===== src/rtl/pwm_multi_speed.sv =====
// pwm_multi_speed: N-channel motor PWM sharing one period counter, with double-buffered duty, slew limiting and per-channel polarity
module pwm_multi_speed #(
    parameter int                NUM_CH    = 4,
    parameter int                CMD_W     = 8,
    parameter int                CNT_W     = 10,
    parameter int                PERIOD    = 606,
    parameter int                SCALE     = 3,
    parameter int                CMD_MAX   = 200,
    parameter int                SLEW_STEP = 0,
    parameter logic [NUM_CH-1:0] POLARITY  = {NUM_CH{1'b1}},
    localparam int               CH_W      = (NUM_CH > 1) ? $clog2(NUM_CH) : 1
) (
    input  logic              clk,
    input  logic              rst,
    input  logic              enable,
    input  logic              cmd_valid,
    output logic              cmd_ready,
    input  logic [CH_W-1:0]   cmd_ch,
    input  logic [CMD_W-1:0]  cmd_data,
    output logic [NUM_CH-1:0] pwm_out,
    output logic              period_start
);
    localparam int PW = CMD_W + CNT_W;
    localparam logic [CNT_W:0] STEP = (CNT_W + 1)'(SLEW_STEP);
    logic [CNT_W-1:0]  cnt;
    logic [CNT_W-1:0]  shadow [NUM_CH];
    logic [CNT_W-1:0]  active [NUM_CH];
    logic [CNT_W-1:0]  act_next [NUM_CH];
    logic [NUM_CH-1:0] up, dn, raw;
    logic [PW-1:0]     prod;
    logic [CNT_W-1:0]  target;
    logic              accept, ch_ok, boundary;

    // The product is formed wide enough that it can never wrap before clipping to a full period.
    assign prod     = PW'(cmd_data) * PW'(SCALE);
    assign target   = (PW'(cmd_data) >= PW'(CMD_MAX)) ? '0
                    : (prod > PW'(PERIOD + 1)) ? CNT_W'(PERIOD + 1) : prod[CNT_W-1:0];
    assign ch_ok    = {1'b0, cmd_ch} < (CH_W + 1)'(NUM_CH);
    assign accept   = cmd_valid && cmd_ready;
    assign boundary = enable && (cnt == CNT_W'(PERIOD));

    // Next active match: jump straight to shadow, or step toward it by at most STEP per period.
    always_comb begin
        up  = '0;
        dn  = '0;
        raw = '0;
        for (int i = 0; i < NUM_CH; i++) begin
            up[i]       = {1'b0, shadow[i]} > {1'b0, active[i]} + STEP;
            dn[i]       = {1'b0, active[i]} > {1'b0, shadow[i]} + STEP;
            act_next[i] = (SLEW_STEP == 0 || !(up[i] || dn[i])) ? shadow[i]
                        : up[i] ? active[i] + STEP[CNT_W-1:0] : active[i] - STEP[CNT_W-1:0];
            raw[i]      = enable && (cnt < active[i]);
        end
    end

    // Shared period counter; parked at 0 while disabled so a re-enable starts a fresh period.
    always_ff @(posedge clk) begin
        if (rst) cnt <= '0;
        else     cnt <= (enable && cnt != CNT_W'(PERIOD)) ? cnt + 1'b1 : '0;
    end

    // Shadow duty registers written by accepted commands; out-of-range channels are dropped.
    always_ff @(posedge clk) begin
        for (int i = 0; i < NUM_CH; i++) begin
            if (rst)                                      shadow[i] <= '0;
            else if (accept && ch_ok && cmd_ch == CH_W'(i)) shadow[i] <= target;
        end
    end

    // Active matches change only at the period boundary (or freely while idle), so no runt pulses.
    always_ff @(posedge clk) begin
        for (int i = 0; i < NUM_CH; i++) begin
            if (rst)           active[i] <= '0;
            else if (!enable)  active[i] <= shadow[i];
            else if (boundary) active[i] <= act_next[i];
        end
    end

    // Registered outputs: compare result with polarity applied, period marker and handshake ready.
    always_ff @(posedge clk) begin
        if (rst) begin
            pwm_out      <= ~POLARITY;
            period_start <= 1'b0;
            cmd_ready    <= 1'b0;
        end else begin
            pwm_out      <= ~(raw ^ POLARITY);
            period_start <= enable && (cnt == '0);
            cmd_ready    <= 1'b1;
        end
    end
endmodule


===== config.mk =====
export PLATFORM = sky130hd
export DESIGN_NAME = pwm_multi_speed
export DESIGN_NICKNAME = d
export VERILOG_FILES = /design/src/rtl/pwm_multi_speed.sv
export SDC_FILE = /design/constraint.sdc
export NUM_CORES = 1
export LEC_CHECK = 0
export CAP_MARGIN = 25
export CORE_UTILIZATION = 43
export DETAILED_ROUTE_END_ITERATION = 6
export PLACE_DENSITY_LB_ADDON = 0.2
export SYNTH_ARGS = -nofsm -noshare
export SYNTH_HDL_FRONTEND = slang
export SYNTH_SLANG_ARGS = --single-unit

===== constraint.sdc =====
create_clock -name clk -period 2.9 [get_ports clk]
set_input_delay 0.29 -clock clk [delete_from_list [all_inputs] [get_ports clk]]
set_output_delay 0.29 -clock clk [all_outputs]
set_load 0.05 [all_outputs]

Yosys cells after proc, flatten, opt, wreduce, memory -nomap -nowiden
Memory sizes are Yosys's and may differ from the RTL's.
Index checks and enable logic that the tools add are counted.
- flip-flop bits (word level): 16
- memory bits (writable): 80
- input port bits: 14
- output and inout port bits: 6
- logic and storage cells: 85
- memories: 2
- $add $sub $neg: 1
- multiply operators: 1
- magnitude comparators: 6
- equal/unequal tests: 5
- mux-type cells: 36
- bitwise operators: 15
- reductions and logical operators: 15
- memories (name ; depth ; width ; rd ports ; clocked after memory_dff ; write ports ; RTL line ; RTL):
    active ; 4 ; 10 ; 4 ; 0 ; 4 ; 27 ; logic [CNT_W-1:0] active [NUM_CH];
    shadow ; 4 ; 10 ; 4 ; 0 ; 4 ; 26 ; logic [CNT_W-1:0] shadow [NUM_CH];
- operator list (cell ; number):
    $mux W10 ; 14
    $lt A10 B10 Y1 ; 4
    $mux W1 ; 22
    $logic_and A1 B1 Y1 ; 12
    $or A1 B1 Y1 ; 12
    $add A10 B1 Y10 const B ; 1
    $eq A10 B10 Y1 const B ; 1
    $gt A10 B10 Y1 const B ; 1
    $logic_not A10 Y1 ; 1
    $mul A8 B2 Y10 const B ; 1
    $ne A10 B10 Y1 const B ; 1
    $ge A8 B8 Y1 const B ; 1
    $not A4 Y4 ; 2
    $eq A2 B2 Y1 const B ; 2
    $eq A2 B1 Y1 const B ; 1
    $logic_not A2 Y1 ; 1
    $reduce_or A2 Y1 ; 1
    $not A1 Y1 ; 1

Longest topological paths before layout
Gate-level depths: netlist of run 1.
- depth in word-level cells: 7
- gate-level depth with buffers: 10
- depth with buffers taken out: 9

Worst setup path before layout of run 1
OpenSTA, ideal clock, no wires.
- path type: input -> register
- start: in cmd_data[0]
- end: mem shadow[0][3] (data pin)
- library setup time: 269 ps
- data arrival time: 1971 ps
- required time: 2631 ps
- slack: 661 ps
- stages on the path: 10
- path buffers: 1
- cell sequence: ha_1 inv_1 fa_1 o21bai_1 a21oi_2 o21ai_2 xnor2_1 a31o_4 buf_6 a21oi_1
- RTL lines (what ; RTL line ; RTL):
    from (decl) ; 19 ; input logic [CMD_W-1:0] cmd_data,
    to (decl) ; 26 ;

==> results of run 1 <==
==> cells in the mapped netlist, types with 2 or more instances <==
master / number
inv_1: 51
buf_6: 2
nor2_1: 25
nand2_1: 18
nor4_2: 2
a21oi_2: 4
a21oi_1: 42
a31oi_1: 3
a21boi_0: 4
xnor2_1: 5
a21o_1: 2
ha_1: 50
o21a_1: 4
clkbuf_1: 6
dfxtp_1: 16
o21ai_0: 10
and3_1: 5
o21ai_1: 4
nor2b_1: 3
edfxtp_1: 80
a211oi_1: 4
nand3_1: 10
nor3_1: 6
nor3_2: 2
nand2b_1: 6
and2_1: 40
xor2_1: 9
==> worst max-delay path: cells and delay by family <==
kind	cells	cell delay, ns
buf+inv	2	0.57
compound gates	5	0.95
fa+ha+maj	2	0.61
xor+xnor	1	0.22
==> per-layer routing <==
layer  wire length (microns)  part of all wire  GRT usage  vias to the layer above
li1                        -                 -          -                     1547
met4                     109             0.012     0.0550                        0
met2                    4330              0.49      0.280                       40
met5                       0                 0          0                        -
met1                    4200              0.48      0.206                     1374
met3                     193             0.022     0.0245                       11
==> how the worst max path moves through the flow <==
stage	slack (ns)	cells after the start	from	to
detailed placement	-0.05	10	cmd_data[1]	shadow[0][2]$_SDFFCE_PN0P_
finish	0.31	10	cmd_data[1]	shadow[0][2]$_SDFFCE_PN0P_
global placement	0.04	10	cmd_data[1]	shadow[3][3]$_SDFFCE_PN0P_
floorplan	0.66	10	cmd_data[0]	shadow[0][3]$_SDFFCE_PN0P_
global route	0.17	10	cmd_data[1]	shadow[1][1]$_SDFFCE_PN0P_
CTS	0.31	10	cmd_data[1]	shadow[0][2]$_SDFFCE_PN0P_
==> kinds of logic after synthesis <==
family / synth area share
adders and majority gates: 0.131
buffers and inverters: 0.0488
DFF: 0.553
and+or+nand+nor: 0.131
xor gates and xnor gates: 0.0282
AOI/OAI and AO/OA: 0.108
==> through the flow <==
| step | hold WS [ns] | setup WS [ns] |
|---|---|---|
| 2_1_floorplan | 0.437 | 0.661 |
| 3_3_place_gp | 0.461 | 0.0430 |
| 3_5_place_dp | 0.466 | -0.0488 |
| 4_1_cts | 0.480 | 0.312 |
| 5_1_grt | 0.498 | 0.166 |
| 6_report | 0.477 | 0.310 |
==> flip-flops by register name, summed over array words and instances, names as in the netlist <==
name	flops
period_start	1
cmd_ready	1
shadow	40
active	40
pwm_out	4
cnt	10
==> area by class of cell <==
| class | count | area (sq um) |
|---|---|---|
| clock buffer | 11 | 233 |
| clock inverter | 5 | 56.3 |
| fill | 958 | 5380 |
| inverter | 52 | 195 |
| multi-input combinational | 271 | 1970 |
| sequential | 96 | 2720 |
| tap | 140 | 175 |
| timing repair buffer | 28 | 258 |
==> power by group through the flow <==
stage	sequential [W]	combinational (W)	clock, W
5_1_grt	0.00158	0.000385	0.00124
2_1_floorplan	0.00162	0.000217	0
3_3_place_gp	0.00160	0.000342	0
4_1_cts	0.00157	0.000351	0.00118
6_report	0.00157	0.000347	0.00116
3_5_place_dp	0.00160	0.000349	0
==> summary.md, run 1 <==
| Metric | Value |
|---|---|
| Placed cell count | `~590` |
| Tcrit/Tclk final | `0.893` |
| Reg2reg setup slack | `0.90 ns` |
| Number of synthesized flops with an enable pin | `80` |
| Placer Congestion | `0.798` |
| Post-CTS resize count | `0` |
| Die area | `around 0.012 sq mm` |
| Max-cap violations | `0` |
| Post-Syn Nets | `492` |
| Clk network pwr share | `0.376` |
| Max Clock Skew | `around 0.0067 ns` |
| Largest net degree at the start of global routing | `41` |
| H-tree levels | `3` |
| Commonest non-fill, non-tap cell in the layout | `edfxtp_1` |
| CTS tree | `done` |
| CTS max path bufs | `2` |
| Hold endpoint | `cnt[0]$_SDFF_PP0_` |
| Yosys warns | `0` |
| CP arrival | `2.66 ns` |
| Worst-case reg-to-reg path depth | `5` |
| Commonest cells after routing, fill and taps aside | `edfxtp_1 (80), inv_1 (51), ha_1 (50)` |
| Post-route cell area | `approximately 0.0056 sq mm` |
| Initial core utilization | `0.449` |
| Rel. slew slack | `0.534` |
| Element type at the critical path end | `flop` |
| Clock slew seen by the registers of the worst setup and hold paths | `0.06 ns` |
| Share of the synthesized area in the top cell type | `0.488` |
| Register area share after synthesis | `0.553` |
| Setup violations, final | `0` |
| Pint | `0.00235 W` |
| Power per cell area | `548 mW/mm^2` |
| CP required | `around 3.0 ns` |
| Count of boundary I/O pins | `20` |
| Antenna violations before repair | `0` |
| VDD IR-drop max | `0.301 mV` |
| Hold Crit Class | `flop to flop` |
| Hold Vio Cnt, Final | `0` |
| Cell area after placement | `0.00532 sq mm` |
| Area contributors post-synth | `edfxtp_1 (49%), ha_1 (13%), dfxtp_1 (6.5%)` |
| Global route overflow | `0` |
| Post-synthesis async set-or-reset flop share | `0` |
| Fin nets | `523` |
| Finished Core Util | `0.510` |
| Root Buffer | `clkbuf_16` |
| Worst hold path depth | `1` |
| Ant. Diodes | `0` |
| Max Slew Vio Count | `0` |
| Die Ht | `109 microns` |
| Cell Chain, Critical Path | `clkdlybuf4s50_1 > ha_1 > inv_1 > fa_1 > o21bai_1 > a21oi_2 > o21ai_2 > xnor2_1 > a31o_4 > a21oi_1` |
| Comb power frac | `0.113` |
| Setup CP Type | `input pin to flop` |
| Skew-Pair Late Insertion Delay | `0.33 ns` |
| Core Area | `roughly 0.011 sq mm` |
| Crit Reg-Reg Endpoint | `cnt[9]$_SDFF_PP0_` |
| Status | `complete, no violations` |
| Via/cell ratio | `between 4 and 5` |
| Fmax | `386 MHz` |
| Psw | `0.000725 W` |
| CP Launch Type | `input pin` |
| # DRC | `0` |
| Total Wirelength | `8.83 mm` |
| Post-Syn Area per Cell | `between 10 and 15 sq um` |
| DR vias | `2972` |
| TritonRoute pass-1 iters | `4` |
| Cell taking the most area after synthesis | `edfxtp_1` |
| Sw Share | `0.236` |
| Sequential power share | `0.511` |
| Worst path slowest cell | `clkdlybuf4s50_1` |
| Fin cells | `between 600 and 700` |
| CP max stage delay | `0.50 ns` |
| Worst slew pin tran | `0.697 ns` |
| Hold Buf Count CTS | `0` |
| Ys flop type | `edfxtp_1` |
| Post-CTS Setup Repair Bufs | `0` |
| Reg-to-Reg Start | `cnt[2]$_SDFF_PP0_` |
| RSZ-0062 raised after global routing | `false` |
| HPWL Detailed | `between 6 and 7 mm` |
| Yosys reg bits | `96` |
| WL/cell | `14.6 microns` |
| Largest fanout on the critical path | `20` |
| Global-route wire length before repair | `14.4 mm` |
| Total track usage | `0.162` |
| Clock sinks | `96` |
| Leak | `2.29 nW` |
| Cell Rows | `38` |
| Number of CTS-inserted buffers | `9` |
| Detail Route Antenna Nets | `0` |
| Synth-to-Final Area Change | `13.8%` |
| Tot Pwr | `a little over 0.003 W` |
| Drt initial violations | `119` |
| Die X | `109 microns` |
| Synthesized cell area | `between 0.004 and 0.005 sq mm` |
| HP Start | `cnt[0]$_SDFF_PP0_` |
| Syn Inst Count | `between 400 and 500` |
| Vias in the first global route | `roughly 3000` |
| Min Tclk post-route | `~2.6 ns` |
| Post-synth cell types | `41` |
| Port buffer count | `19` |
| Setup TNS | `0 ns` |
| Layout cells sized above 1 | `0.0842` |
Power figures use the tool's default switching activity.
==> inputs of run 2 (changes only) <==
--- a/config.mk
+++ b/config.mk
@@ -6,7 +6,7 @@
 export NUM_CORES = 1
 export LEC_CHECK = 0
 export CAP_MARGIN = 25
-export CORE_UTILIZATION = 43
+export CORE_UTILIZATION = 30
 export DETAILED_ROUTE_END_ITERATION = 6
 export PLACE_DENSITY_LB_ADDON = 0.2
 export SYNTH_ARGS = -nofsm -noshare
==> run 2 against run 1 <==
  * Power decreased by 1.1%
  * Critical path depth is the same
  * Routed wire length is 4.5% higher
  * Die area grew 42%
  * First-iteration DRC count is 25% lower
  * Final area is 1.7% higher
  * Clock power is 3% lower
  * Core utilization decreased by 15 points
  * Non-clock buffer count is 1 higher
  * Setup slack better by 0.051 ns
  * Global-route usage shrank 4.3 points
  * Sequential share of layout area is 0.83 points lower
==> summary.md, run 2 (same netlist as run 1, synthesis figures left out) <==
| Metric | Value |
|---|---|
| Max-cap violations | `0` |
| Max Slew Vio Count | `0` |
| Initial core utilization | `0.309` |
| Skew-Pair Late Insertion Delay | `0.34 ns` |
| Core Area | `0.0159 sq mm` |
| Die Ht | `130 microns` |
| Root Buffer | `clkbuf_16` |
| Setup CP Type | `input pin to flop` |
| CP required | `2.97 ns` |
| Largest net degree at the start of global routing | `41` |
| H-tree levels | `3` |
| CP Launch Type | `input pin` |
| Total Wirelength | `9.22 mm` |
| Multi-input gate area | `0.00197 sq mm` |
| Power per cell area | `533 mW/mm^2` |
| Cell Chain, Critical Path | `clkdlybuf4s50_1 > ha_1 > inv_1 > fa_1 > o21bai_1 > a21oi_2 > o21ai_2 > xnor2_1 > a31o_4 > a21oi_1` |
| Clock sinks | `between 90 and 100` |
| Fin nets | `between 500 and 600` |
| Number of CTS-inserted buffers | `9` |
| Ant. Diodes | `0` |
| Leak | `2.29 nW` |
| Commonest non-fill, non-tap cell in the layout | `edfxtp_1` |
| # DRC | `0` |
| Hold Crit Class | `flop to flop` |
| CP max stage delay | `slightly above 0.5 ns` |
| Tcrit/Tclk final | `0.875` |
| Status | `complete, no violations` |
| Max Clock Skew | `0.00983 ns` |
| RSZ-0062 raised after global routing | `false` |
| Global route overflow | `0` |
| Via/cell ratio | `4.44` |
| Register Area | `0.00272 sq mm` |
| Total track usage | `0.118` |
| Worst path slowest cell | `clkdlybuf4s50_1` |
| Die area | `0.0169 sq mm` |
| Rel. slew slack | `0.647` |
| Die X | `130 microns` |
| CP arrival | `approximately 2.6 ns` |
| CTS tree | `done` |
| Vias in the first global route | `2980` |
| TritonRoute pass-1 iters | `5` |
| Final Worst Setup Slack | `about 0.36 ns` |
| Clock slew seen by the registers of the worst setup and hold paths | `0.07 ns` |
| Port buffer count | `19` |
| FILL cells | `1580` |
| Worst slew pin tran | `0.530 ns` |
| Drt initial violations | `89` |
| Commonest cells after routing, fill and taps aside | `edfxtp_1 (80), inv_1 (51), ha_1 (50)` |
| Post-CTS resize count | `0` |
| Fmax | `slightly below 400 MHz` |
| DP Worst Slack | `-0.00898 ns` |
| CTS max path bufs | `2` |
| Hold Buf Count CTS | `0` |
| Setup TNS | `0 ns` |
| HPWL Detailed | `roughly 7.0 mm` |
| Element type at the critical path end | `flop` |
| WL/cell | `13.6 microns` |
| VDD IR-drop max | `0.220 mV` |
| Hold Vio Cnt, Final | `0` |
| Largest fanout on the critical path | `20` |
| DR vias | `3019` |
| Synth-to-Final Area Change | `15.8%` |
| Antenna violations before repair | `0` |
| Setup violations, final | `0` |
| Placer Congestion | `0.757` |
| Layout cells sized above 1 | `0.0884` |
| Min Tclk post-route | `2.54 ns` |
| Post-CTS Setup Repair Bufs | `0` |
| Count of boundary I/O pins | `20` |
| Top Registers | `active (40), shadow (40), cnt (10)` |
| Detail Route Antenna Nets | `0` |
| Cell Rows | `46` |
| Global-route wire length before repair | `roughly 15 mm` |
## run 2: cell count changes in the layout (fill, tap and decap cells not counted), sizes merged
cell      change
bufinv        -1
clkinvlp      +1
buf           +1
## run 2: worst max-delay path: cells and delay by family
family	cells	cell delay (ns)
AO/OA/AOI/OAI	5	0.96
adder cells (fa/ha/maj)	2	0.57
XOR/XNOR	1	0.22
buffers and inverters	2	0.56
## run 2: path summary, 6_finish.rpt
check                    start  cells after the start                          to  slack, ns
max                cmd_data[1]                     10  shadow[0][3]$_SDFFCE_PN0P_       0.36
min          cnt[0]$_SDFF_PP0_                      1           cnt[0]$_SDFF_PP0_       0.47
max reg2reg  cnt[1]$_SDFF_PP0_                      6           cnt[5]$_SDFF_PP0_       1.00
min reg2reg  cnt[0]$_SDFF_PP0_                      1           cnt[0]$_SDFF_PP0_       0.47
## run 2: cell type report
cell class                 count  share of cell area
timing repair buffer          29              0.0465
tap                          216              0.0474
clock buffer                  11              0.0426
sequential                    96               0.477
inverter                      52              0.0342
multi-input combinational    271               0.345
clock inverter                 5             0.00724
## run 2: power by group
part | internal, W | total [W] | switching (W)
logic | 0.000126 | 0.000350 | 0.000223
registers | 0.00155 | 0.00157 | 0.0000183
clock network | 0.000611 | 0.00112 | 0.000506
total | 0.00229 | 0.00304 | 0.000748
## run 2: stage by stage
step | utilization | hold slack, ns | power, W | cell area, sq um | cells
global placement | 0.340 | 0.458 | 0.00195 | 5420 | 664
global route | 0.358 | 0.499 | 0.00316 | 5700 | 680
CTS | 0.358 | 0.474 | 0.00308 | 5700 | 680
detailed placement | 0.340 | 0.459 | 0.00196 | 5420 | 664
finish | 0.358 | 0.473 | 0.00304 | 5700 | 680
floorplan | - | 0.437 | 0.00184 | 4930 | 427
## run 2: routing by layer
layer,vias to the layer above,track usage,share of wire
met3,12,0.0217,0.024
li1,1560,-,-
met1,1403,0.149,0.49
met5,-,0,0
met2,44,0.198,0.47
met4,0,0.0513,0.019
==> inputs of run 3 (changes only) <==
--- a/config.mk
+++ b/config.mk
@@ -7,6 +7,7 @@
 export LEC_CHECK = 0
 export CAP_MARGIN = 25
 export CORE_UTILIZATION = 30
+export CTS_CLUSTER_DIAMETER = 60
 export DETAILED_ROUTE_END_ITERATION = 6
 export PLACE_DENSITY_LB_ADDON = 0.2
 export SYNTH_ARGS = -nofsm -noshare
==> constraint.sdc (replaced) <==
create_clock -name clk -period 2.4 [get_ports clk]
set_input_delay 0.24 -clock clk [delete_from_list [all_inputs] [get_ports clk]]
set_output_delay 0.24 -clock clk [all_outputs]
set_load 0.05 [all_outputs]
==> run 3 against run 2 <==
  * First-iteration DRC count increased by 53%
  * Critical path depth increased by 1
  * Power increased by 28%
  * Routed wire length increased by 8.4%
  * Largest cell class unchanged
  * Highest routed layer unchanged
==> summary.md, run 3 (same netlist as run 1, synthesis figures left out) <==
| Metric | Value |
|---|---|
| Commonest non-fill, non-tap cell in the layout | `edfxtp_1` |
| CTS max path bufs | `2` |
| Tcrit/Tclk final | `0.973` |
| Crit-path most repeated cell | `buf_4` |
| Hold Crit Class | `flop to flop` |
| TritonRoute pass-1 iters | `4` |
| H-tree levels | `3` |
| Reg-to-Reg Start | `cnt[3]$_SDFF_PP0_` |
| Drt initial violations | `roughly 140` |
| Worst hold path depth | `1` |
| Skew-Pair Late Insertion Delay | `around 0.35 ns` |
| Global-route wire length before repair | `16.1 mm` |
| Cell Rows | `46` |
| Max-cap violations | `0` |
| Worst slew pin tran | `0.775 ns` |
| Number of CTS-inserted buffers | `9` |
| Die X | `130 microns` |
| Ant. Diodes | `0` |
| # DRC | `0` |
| Setup CP Type | `input pin to flop` |
| Via/cell ratio | `4.36` |
| Crit path from | `cmd_data[4]` |
| Count of boundary I/O pins | `20` |
| Worst-case reg-to-reg path depth | `5` |
| Clock sinks | `96` |
| Tot Pwr | `0.00388 W` |
| Initial core utilization | `0.309` |
| Setup violations, final | `0` |
| Finished Core Util | `0.381` |
| Status | `complete, no violations` |
| Top Registers | `active (40), shadow (40), cnt (10)` |
| HP Start | `cnt[0]$_SDFF_PP0_` |
| Vias in the first global route | `3146` |
| Largest net degree at the start of global routing | `41` |
| Cell Chain, Critical Path | `clkdlybuf4s50_1 > inv_1 > ha_1 > buf_4 > nand2_2 > o31ai_4 > a31oi_2 > xor2_2 > buf_4 > a211o_4 > nor4_4` |
| Total track usage | `0.127` |
| Die area | `0.0169 sq mm` |
| Reg2reg setup slack | `0.53 ns` |
| Post-route cell area | `between 0.006 and 0.007 sq mm` |
| Total Wirelength | `10.0 mm` |
| Root Buffer | `clkbuf_16` |
| Element type at the critical path end | `flop` |
| Min Tclk post-route | `2.33 ns` |
| Commonest cells after routing, fill and taps aside | `edfxtp_1 (80), inv_1 (50), ha_1 (49)` |
| Largest fanout on the critical path | `5` |
| Max Clock Skew | `0.00652 ns` |
| Fmax | `428 MHz` |
| Setup TNS | `0 ns` |
| Power per cell area | `640 mW/mm^2` |
| CP max stage delay | `0.48 ns` |
| Cell area after placement | `0.00569 sq mm` |
| Worst path slowest cell | `clkdlybuf4s50_1` |
| Die Ht | `130 microns` |
| Clock slew seen by the registers of the worst setup and hold paths | `0.07 ns` |
| Antenna violations before repair | `0` |
| Synth-to-Final Area Change | `23.2%` |
| CP required | `2.58 ns` |
| CTS tree | `done` |
| Detail Route Antenna Nets | `0` |
| Hold Vio Cnt, Final | `0` |
| Max Slew Vio Count | `0` |
| HPWL Detailed | `7.32 mm` |
| Port buffer count | `19` |
| Fin nets | `560` |
| DR vias | `3124` |
| VDD IR-drop max | `0.280 mV` |
| CP arrival | `2.51 ns` |
| Hold Buf Count CTS | `0` |
| WL/cell | `around 14 microns` |
| CP Launch Type | `input pin` |
| Leak | `~2.5 nW` |
| Global route overflow | `0` |
| Layout cells sized above 1 | `0.172` |
| Core Area | `between 0.015 and 0.02 sq mm` |
| Rel. slew slack | `0.478` |
| Placer Congestion | `between 0.7 and 0.8` |
-- run 3: per-layer routing --
layer  part of all wire  GRT usage  vias up
li1                   -          -     1637
met1               0.49      0.162     1435
met2               0.47      0.205       35
met3              0.021     0.0234       17
met4              0.025     0.0663        0
met5                  0          0        -
-- run 3: timing repair --
| action | in CTS | in global routing |
|---|---|---|
| resized for setup | 0 | 14 |
| setup endpoints to repair | 0 | 32 |
| buffers inserted | 0 | 1 |
| hold endpoints to repair | 0 | 0 |
-- run 3: through the flow --
step / setup slack (ns) / hold WS (ns) / instances
2_1_floorplan: 0.211 / 0.437 / 427
3_3_place_gp: -0.294 / 0.455 / 698
3_5_place_dp: -0.337 / 0.463 / 698
4_1_cts: 0.0345 / 0.479 / 714
5_1_grt: -0.0540 / 0.501 / 716
6_report: 0.0657 / 0.480 / 716
-- run 3: critical path: cells and delay by family --
kind	cells	cell delay, ns
xor gates and xnor gates	1	0.18
AOI/OAI and AO/OA	3	0.78
and+or+nand+nor	2	0.20
adders and majority gates	1	0.29
buffers and inverters	4	0.82
-- run 3: worst paths after layout --
| check | end |
|---|---|
| max | shadow[2][8]$_SDFFCE_PN0P_ |
| min | cnt[0]$_SDFF_PP0_ |
| max reg2reg | active[2][5]$_SDFFCE_PN0P_ |
| min reg2reg | cnt[0]$_SDFF_PP0_ |
-- run 3: layout make-up --
type / count / area [sq um]
Clock buffer: 10 / 229
Inverter: 52 / 195
Fill cell: 1561 / 9870
Timing Repair Buffer: 64 / 546
Multi-Input combinational cell: 272 / 2040
Tap cell: 216 / 270
Sequential cell: 96 / 2720
Clock inverter: 6 / 68.8
-- run 3: report_power, final --
part | internal, W | switching, W | total, W
clock | 0.000814 | 0.000635 | 0.00145
sequential | 0.00188 | 0.0000212 | 0.00190
combinational | 0.000227 | 0.000310 | 0.000537
==> edit 1: new RTL, flow settings as in run 2 <==
`NUM_CH`: 4 -> 2.
--- a/src/rtl/pwm_multi_speed.sv
+++ b/src/rtl/pwm_multi_speed.sv
@@ -1,6 +1,6 @@
 // pwm_multi_speed: N-channel motor PWM sharing one period counter, with double-buffered duty, slew limiting and per-channel polarity
 module pwm_multi_speed #(
-    parameter int                NUM_CH    = 4,
+    parameter int                NUM_CH    = 2,
     parameter int                CMD_W     = 8,
     parameter int                CNT_W     = 10,
     parameter int                PERIOD    = 606,
Ports: changed (resized cmd_ch and pwm_out); port bits go from 20 to 17. The function was not compared with the original's and may differ.
==> edit 1 against run 2 <==
Worst setup slack lost 0.069 ns. Total power is 46% lower. Maximum frequency fell by 2.7%. Final area fell by 39%. Wire length fell by 44%. Via count shrank 37%. Sequential cell count decreased by 42. Synthesized cell count fell by 36%. Synthesized area fell by 39%. Clock skew decreased by 0.0043 ns. Register-to-register slack improved by 0.05 ns. Highest routed layer unchanged.
==> edit 1: results (changes against run 2) <==
Critical path
The worst flop-to-flop path endpoint was active[1][4]$_SDFFCE_PN0P_ (was cnt[5]$_SDFF_PP0_). The launch instance of the worst register-to-register path is cnt[2]$_SDFF_PP0_ (was cnt[1]$_SDFF_PP0_). The cell depth of the worst flop-to-flop path is 4 (was 6).

Layout
The fraction of final layout cells sized beyond drive strength 1 came to 0.0977 (was 0.0884). The number of nets in the layout is 352 (was 524). Largest registers: active (20), shadow (20), cnt (10) (was active (40), shadow (40), cnt (10)).

Status
Status: completed (unchanged).

Pwr
The power consumed by combinational cells is 0.000269 W (was 0.000350 W). The static power due to leakage is 1.41 nW (was 2.29 nW). The internal power contribution came to 0.00124 W (was 0.00229 W).

Synth
The total nets after synthesis is 321 (was 492). Most frequent cells after synthesis: sky130_fd_sc_hd__edfxtp_1, sky130_fd_sc_hd__ha_1, sky130_fd_sc_hd__inv_1, sky130_fd_sc_hd__nor2_1, sky130_fd_sc_hd__a21oi_1 (was sky130_fd_sc_hd__edfxtp_1, sky130_fd_sc_hd__inv_1, sky130_fd_sc_hd__ha_1, sky130_fd_sc_hd__a21oi_1, sky130_fd_sc_hd__and2_1). The proportion of synthesized chip area in sequential cells is 0.494 (was 0.553).

The top cell type's share of synthesized area came to 0.400 (was 0.488).

Clocking
The number of levels the H-tree was split into was 2 (was 3). The source-to-sink clock delay at the later pin of the worst-skew pair was 0.30 ns (was 0.34 ns).

Place
The count of port buffers added during placement is 16 (was 19). The pre-CTS worst setup slack is -0.0167 ns (was -0.00898 ns). The instance area after placement is 3400 um^2 (was 5420 um^2).

The number of placed instances with taps included is 432 (was 664). The estimated wirelength of the detail-placed design came to 4030 um (was 7030 um).

GRT
The wire length of the first global-routing pass is 8850 um (was 15200 um). The overall routing resource usage is 0.110 (was 0.118). The via count of the first global-routing pass is 1859 (was 2980).

Timing
The worst hold margin is 0.504 ns (was 0.473 ns). The worst slew margin relative to its limit is 0.641 (was 0.647). The worst clock skew is 0.00551 ns (was 0.00983 ns).

Detailed routing
The count of TritonRoute iterations in the first routing pass came to 4 (was 5). The ratio of routed vias to standard cells is 4.35 (was 4.44). The iteration-0 DRC count of the detailed router is 37 (was 89).

The routed wirelength normalized by instance count is 11.8 um (was 13.6 um).
## edit 1: metal layers
metal / share of wire / global-route usage / vias up
li1: - / - / 1020
met1: 0.47 / 0.133 / 868
met2: 0.49 / 0.198 / 22
met3: 0.026 / 0.0178 / 6
met4: 0.012 / 0.0396 / 0
met5: 0 / 0 / -
## edit 1: area by class of cell
type / instances / area (um^2)
Clock buffer: 6 / 72.6
Clock inverter: 2 / 37.5
Fill cell: 1008 / 6220
Inverter: 30 / 113
Multi-Input combinational cell: 187 / 1390
Sequential cell: 54 / 1480
Tap cell: 133 / 166
Timing Repair Buffer: 28 / 250
## edit 1: cells by family after synthesis
family / Yosys count / synth area share
buffers and inverters: 34 / 0.0450
DFF: 54 / 0.494
AOI/OAI and AO/OA: 52 / 0.126
adders and majority gates: 33 / 0.140
xor gates and xnor gates: 12 / 0.0400
and+or+nand+nor: 90 / 0.155
==> edit 2: new RTL, settings of run 2 <==
Made on the original files. One comparison of `cnt` changes from == to >=.
--- a/src/rtl/pwm_multi_speed.sv
+++ b/src/rtl/pwm_multi_speed.sv
@@ -37,7 +37,7 @@
                     : (prod > PW'(PERIOD + 1)) ? CNT_W'(PERIOD + 1) : prod[CNT_W-1:0];
     assign ch_ok    = {1'b0, cmd_ch} < (CH_W + 1)'(NUM_CH);
     assign accept   = cmd_valid && cmd_ready;
-    assign boundary = enable && (cnt == CNT_W'(PERIOD));
+    assign boundary = enable && (cnt >= CNT_W'(PERIOD));
 
     // Next active match: jump straight to shadow, or step toward it by at most STEP per period.
     always_comb begin
Behaviour: no difference found for any inputs over 10 cycles, from zero or initial values and one cycle with rst high; that may be too few to reach the edited logic, so the function may still have changed.
==> edit 2 against run 2 <==
Total power increased by 2.2%. Critical endpoint is now shadow[1][2]$_SDFFCE_PN0P_. Synthesized area down 0.76%. First-iteration DRC count shrank 21%. Highest routed layer unchanged. Sequential cell count unchanged. Worst setup slack better by 0.0067 ns. Wire length grew 0.34%. Final area is essentially flat.
==> edit 2: results (changes against run 2) <==
Status
Status: completed (unchanged).

Layout
The number of ordinary and repair buffers in the finished layout came to 31 (was 29). The multi-input gate count is 272 (was 271). The number of nets in the layout is 527 (was 524).

The layout-stage area growth over the synthesis result is 16.6% (was 15.8%). The final standard cell count with taps included and fillers excluded is 683 (was 680). The data-path buffer share of cell area in the final layout is 0.0514 (was 0.0465). The fraction of final layout cells sized beyond drive strength 1 was 0.0728 (was 0.0884). The clock-cell share of area is 0.0509 (was 0.0498).

The fraction of area in multi-input gates is 0.338 (was 0.345). The clock tree buffer count of the final layout was 11 (unchanged). The combined area of the multi-input logic cells came to 1930 um^2 (was 1970 um^2). The number of filler instances in the final layout is 1576 (was 1580).

Place
The instance area after placement is 5410 um^2 (was 5420 um^2). The number of placed instances with taps included is 667 (was 664). The last weighted congestion value of the routability-driven placer is 0.752 (was 0.757). The estimated wirelength of the detail-placed design came to 7070 um (was 7030 um). The pre-CTS worst setup slack is -0.0127 ns (was -0.00898 ns).

Critical path
The endpoint arrival time on the critical path was 2.62 ns (was 2.61 ns). The critical-path cell with the highest stage delay is sky130_fd_sc_hd__clkdlybuf4s50_1 (unchanged).

Clocking
The number of levels the H-tree was split into is 3 (unchanged). Clock-pin slew was measured on the worst setup and hold paths at about 0.060 ns.

Detailed routing
The count of TritonRoute iterations in the first routing pass is 4 (was 5). The ratio of routed vias to standard cells is 4.41 (was 4.44). The iteration-0 DRC count of the detailed router is 70 (was 89). The final routed wirelength across all metal layers is 9250 um (was 9220 um).

Synth
Top post-synthesis cells by area: sky130_fd_sc_hd__edfxtp_1, sky130_fd_sc_hd__ha_1, sky130_fd_sc_hd__dfxtp_1 (unchanged). The average cell area after synthesis is 11.4 um^2 (was 11.5 um^2). The compound-cell area share of the yosys netlist is 0.113 (was 0.108). The mux contribution to synthesized area is 0 (unchanged). The adder-cell share of the synthesized area is 0.132 (was 0.131). The number of distinct library cell variants in the gate-level netlist after synthesis was 36 (was 41). Most frequent cells after synthesis: sky130_fd_sc_hd__edfxtp_1, sky130_fd_sc_hd__inv_1, sky130_fd_sc_hd__ha_1, sky130_fd_sc_hd__a21oi_1, sky130_fd_sc_hd__and2_1 (unchanged). The proportion of synthesized chip area in sequential cells is 0.557 (was 0.553).

Pwr
The internal power contribution was 0.00236 W (was 0.00229 W). The part of the total power dissipated in sequential elements is 0.508 (was 0.517). The static power due to leakage is 2.31 nW (was 2.29 nW). The clock-net power is 0.00118 W (was 0.00112 W).

The worst voltage drop across the vdd grid was 0.000262 V (was 0.000220 V).

GRT
The largest net degree at the start of global routing was 33 (was 41). The via count of the first global-routing pass was 2986 (was 2980). The overall routing resource usage is 0.120 (was 0.118). The wire length of the first global-routing pass is 14900 um (was 15200 um).

Timing
The worst clock skew is 0.00633 ns (was 0.00983 ns). The worst slew margin relative to its limit is 0.666 (was 0.647).
## edit 2: cell types whose count changed in the layout (fill, tap and decap cells not counted), sizes merged, moves of 3 or more
cell and delta:
a211oi -3, a221oi +4, o31ai +5, nor3 -3
a21oi -4, nand2 -3, nor2 +8
## edit 2: path summary, 6_finish.rpt
check	slack (ns)	depth (start not counted)	to	from
worst max-delay path	0.37	11	shadow[1][2]$_SDFFCE_PN0P_	cmd_data[1]
worst min-delay path	0.51	1	cnt[0]$_SDFF_PP0_	cnt[0]$_SDFF_PP0_
worst max register to register	0.47	8	active[1][1]$_DFFE_PP_	cnt[0]$_SDFF_PP0_
worst min register to register	0.51	1	cnt[0]$_SDFF_PP0_	cnt[0]$_SDFF_PP0_
## edit 2: per-layer routing
layer | vias to the layer above | GRT usage | wire, um
li1 | 1571 | - | -
met1 | 1378 | 0.150 | 4530
met2 | 45 | 0.191 | 4210
met3 | 19 | 0.0248 | 224
met4 | 0 | 0.0746 | 291
met5 | - | 0 | 0
